## config.mk

```make
export PLATFORM = sky130hd
export DESIGN_NAME = i2c_fifo_read_prefetch
export DESIGN_NICKNAME = d
export VERILOG_FILES = /design/src/rtl/i2c_fifo_read_prefetch.sv
export SDC_FILE = /design/constraint.sdc
export NUM_CORES = 1
export LEC_CHECK = 0
export BUFFER_PORTS_ARGS = -buffer_cell sky130_fd_sc_hd__buf_2
export CAP_MARGIN = 20
export CORE_MARGIN = 2
export CORE_UTILIZATION = 30
export CTS_CLUSTER_SIZE = 8
export DETAILED_ROUTE_END_ITERATION = 12
export GPL_TIMING_DRIVEN = 0
export MAX_ROUTING_LAYER = met4
export SYNTH_ARGS = -nofsm -noshare
export SYNTH_HDL_FRONTEND = slang
export SYNTH_SLANG_ARGS = --single-unit
```

## constraint.sdc

```tcl
create_clock -name read_clock_i -period 1.87 [get_ports read_clock_i]
set_input_delay 0.374 -clock read_clock_i [delete_from_list [all_inputs] [get_ports read_clock_i]]
set_output_delay 0.374 -clock read_clock_i [all_outputs]
set_load 0.01 [all_outputs]
```

## src/rtl/i2c_fifo_read_prefetch.sv

```systemverilog
// First-word-fall-through prefetch stage on the I2C async FIFO read side.
// Optional level_o port enabled by defining I2C_FIFO_PREFETCH_LEVEL_EN.
module i2c_fifo_read_prefetch #(
    parameter int data_size = 8
) (
    input  logic                 read_clock_i,
    input  logic                 read_reset_n_i,
    input  logic                 flush_i,
    input  logic                 read_empty_i,
    input  logic [data_size-1:0] read_data_i,
    output logic                 read_inc_o,
    output logic [data_size-1:0] data_o,
    output logic                 valid_o,
    input  logic                 ready_i
`ifdef I2C_FIFO_PREFETCH_LEVEL_EN
    ,
    output logic [1:0]           level_o
`endif
);

    typedef enum logic [1:0] {
        EMPTY = 2'd0,
        ONE   = 2'd1,
        TWO   = 2'd2
    } state_t;

    state_t               state_q, state_d;
    logic                 inflight_q, inflight_d;
    logic                 head_q, head_d;
    logic                 tail_q, tail_d;
    logic [data_size-1:0] mem_q [2];
    logic [data_size-1:0] mem_d [2];

    logic                 deq;
    logic                 capture;
    logic [2:0]           occ;

    always_ff @(posedge read_clock_i or negedge read_reset_n_i) begin
        if (!read_reset_n_i) begin
            state_q    <= EMPTY;
            inflight_q <= 1'b0;
            head_q     <= 1'b0;
            tail_q     <= 1'b0;
            mem_q[0]   <= '0;
            mem_q[1]   <= '0;
        end else begin
            state_q    <= state_d;
            inflight_q <= inflight_d;
            head_q     <= head_d;
            tail_q     <= tail_d;
            mem_q[0]   <= mem_d[0];
            mem_q[1]   <= mem_d[1];
        end
    end

    // Outputs: head word and valid come straight from flops.
    always_comb begin
        valid_o    = (state_q != EMPTY);
        data_o     = mem_q[head_q];
        deq        = valid_o & ready_i;
        occ        = {1'b0, state_q} + {2'b00, inflight_q};
        read_inc_o = ~read_empty_i & ~flush_i
                   & (occ < (3'd2 + {2'b00, deq}));
    end

    always_comb begin
        capture    = inflight_q & ~flush_i;
        state_d    = state_q;
        inflight_d = read_inc_o & ~read_empty_i & ~flush_i;
        head_d     = head_q ^ deq;
        tail_d     = tail_q ^ capture;
        mem_d[0]   = mem_q[0];
        mem_d[1]   = mem_q[1];
        if (capture) begin
            mem_d[tail_q] = read_data_i;
        end
        unique case (state_q)
            EMPTY: if (capture) state_d = ONE;
            ONE: begin
                if (capture && !deq) state_d = TWO;
                else if (!capture && deq) state_d = EMPTY;
            end
            TWO: if (deq) state_d = ONE;
            default: state_d = EMPTY;
        endcase
        // A flush drops everything, including the word arriving this cycle.
        if (flush_i) begin
            state_d = EMPTY;
            head_d  = 1'b0;
            tail_d  = 1'b0;
        end
    end

`ifdef I2C_FIFO_PREFETCH_LEVEL_EN
    assign level_o = state_q;
`endif

endmodule

```

==> qor.txt <==
Post-synthesis average cell area = 14.0 sq um
Routed Antenna Nets = 0
Tcrit/Tclk final = 101%
Total routed wirelength = 1700 um
Final min period = 1890 ps
Mapped cell area = 982 sq um
Largest net degree at the start of global routing = 22
Routed vias/inst = 4.55
Fillers = 304
Pleak = 0.581 nW
H-tree Lvls = 1
Starting density of the core = 31.9%
Initial drt markers = 8
Critical path peak fanout = 2
Placed standard-cell area = 1150 sq um
Syn Inst Count = 70
Root Driver = clkbuf_4
RSZ-0062 raised after global routing = yes
Crit path launch type = flop
Vias in the first global route = 661
Status = finished with violations
Multiplexer share of the synthesized area = 28.5%
Sink Count = 21
Max-slew violations = 0
Inst Count DP = 136
Violated checks = setup timing
Rows = 20
Commonest non-fill, non-tap cell in the layout = buf_2
CTS tree = yes
Worst Path Arrival = 1520 ps
Initial antenna violation count = 0
Min-delay worst type = in -> async
Fin cells = 143
Post-Synth Simple-Gate Area = 6.37%
Number of buffers created by CTS = 3
Synth top area share = 53.5%
Syn-to-layout area delta = 26.1%
FF-to-FF path depth = 5
Worst EP required = 1500 ps
Slew headroom = 68.4%
Largest family of logic cells by synthesized area = multiplexers
DR pass1 iterations = 2
Worst-Margin Slew = 474 ps
DRC viols = 0
Clk slew on worst S/H paths = 110 ps
Clk_lat worst skew = 300 ps
Share of cells above drive strength 1 = 64.6%
Nets@finish = 117
Die width = 61.2 um
Fin Setup TNS = -19.6 ps
Vias = 650
Per-cell routed wire length = 11.9 um
Die H = 61.2 um
Post-place setup slack = 87.5 ps
Synth area leaders = dfrtp_1 (54%), mux2_2 (28%), ha_1 (5.1%)
GPL Wtd Cong = 0.678
CP Class = reg -> out
Core area = 3080 sq um
Max VDD drop = 0.372 mV
Overall Global Routing Usage = 10.9%
Sequential share of the synthesized area = 53.5%
Full die area = 3750 sq um
Pwr dens = 872 nW/um^2
ANT cells = 0
Syn nets = 87
Cell variety after synth = 16
Overall power = 0.00108 W
#FFs+latches synth = 21
Leading cell types in the layout, fill and taps excluded = buf_2 (25), mux2_2 (24), dfrtp_1 (20)
Fmax = 529 MHz
Input/output buffers = 22
MaxCap Viol Count = 0
Clock tree buffer depth = 2
First-pass GRT wire length = 2830 um
Final Hold Fails = 0
Grt total ovfl = 0
Crit end category = primary output
Leading area contributor after synthesis = dfrtp_1
Layout Skew = 2.75 ps
Detailed placement HPWL = 1220 um
Boundary pin count = 23
XOR/XNOR Fraction of Synth Area = 0.892%
Setup ws final = -19.6 ps
Setup violations, final = 1
Post-synthesis compound-gate area fraction = 3.69%
YS warnings = 0
Post-Synth Adder-Cell Area = 5.10%
Final instance area = 1240 sq um
==> routing by layer <==
layer | global-route usage, % | part of all wire, % | wire length (um) | vias to the layer above
li1 | - | - | - | 312
met2 | 18.2 | 52 | 883 | 17
met4 | 1.86 | 0.82 | 14 | 0
met1 | 12.1 | 41 | 694 | 319
met3 | 4.83 | 6.3 | 107 | 2
met5 | - | 0 | 0 | -
==> cells by family after synthesis <==
kind of cell	after synthesis
AOI/OAI and AO/OA	5
xor gates and xnor gates	1
adders and majority gates	4
buffers and inverters	4
DFF	21
muxes	25
and+or+nand+nor	10
==> synth_stat cells <==
cell     instances
mux2_2          24
nor3_1           1
mux2i_1          1
inv_1            1
o21ai_2          2
xor2_1           1
buf_2            3
nor3b_1          1
or2_2            2
dfrtp_1         21
nor2b_1          2
nor2_1           2
nor4b_1          2
a21oi_1          2
o32ai_1          1
ha_1             4
==> critical path, cell delays in order, from the launching register on <==
cell,delay [ps]
dfrtp_2,440
ha_4,170
ha_4,210
o21ai_2,60
nor4b_4,190
buf_2,160
==> per-stage QoR <==
step	utilization, %	hold WS [ps]
after CTS	39.7	17.1
final	40.2	12.8
after global routing	40.2	25.2
after global placement	37.3	349
after detailed placement	37.3	359
after floorplan	-	78.4
==> flip-flops by register name, summed over array words and instances (netlist names) <==
name	cells
head_q	1
inflight_q	1
mem_q	16
state_q	2
tail_q	1
==> area by class of cell <==
class / instances / area [sq um] / share of cell area, %
clock buffer: 3 / 22.5 / 1.82
inverter: 1 / 3.75 / 0.303
tap: 44 / 55.1 / 4.44
timing repair buffer: 25 / 133 / 10.7
buffer: 3 / 15.0 / 1.21
sequential: 21 / 527 / 42.5
clock inverter: 1 / 5.00 / 0.404
multi-input combinational: 45 / 478 / 38.6
==> path summary, 6_finish.rpt <==
check	start	to	slack [ps]
setup / recovery	state_q[0]$_DFFE_PN0P_	read_inc_o	-20
hold / removal	read_reset_n_i	mem_q[13]$_DFFE_PN0P_	10
setup reg to reg	inflight_q$_DFF_PN0_	mem_q[6]$_DFFE_PN0P_	300
hold reg to reg	mem_q[6]$_DFFE_PN0P_	mem_q[6]$_DFFE_PN0P_	520
max in group asynchronous	read_reset_n_i	state_q[0]$_DFFE_PN0P_	1510
min in group read_clock_i	read_empty_i	inflight_q$_DFF_PN0_	270
==> where the power goes <==
group          internal (W)  total [W]  leakage (nW)  switching (W)
sequential         0.000544   0.000586         0.264      0.0000419
combinational      0.000168   0.000283         0.299       0.000115
clock             0.0000796   0.000212        0.0177       0.000132
==> what timing repair did <==
item,CTS,global route
buffers inserted,2,1
pin swaps,2,2
setup endpoints to repair,1,1
resized for setup,5,1
hold buffers,0,0
No activity file was read; power rests on OpenSTA's default activity.
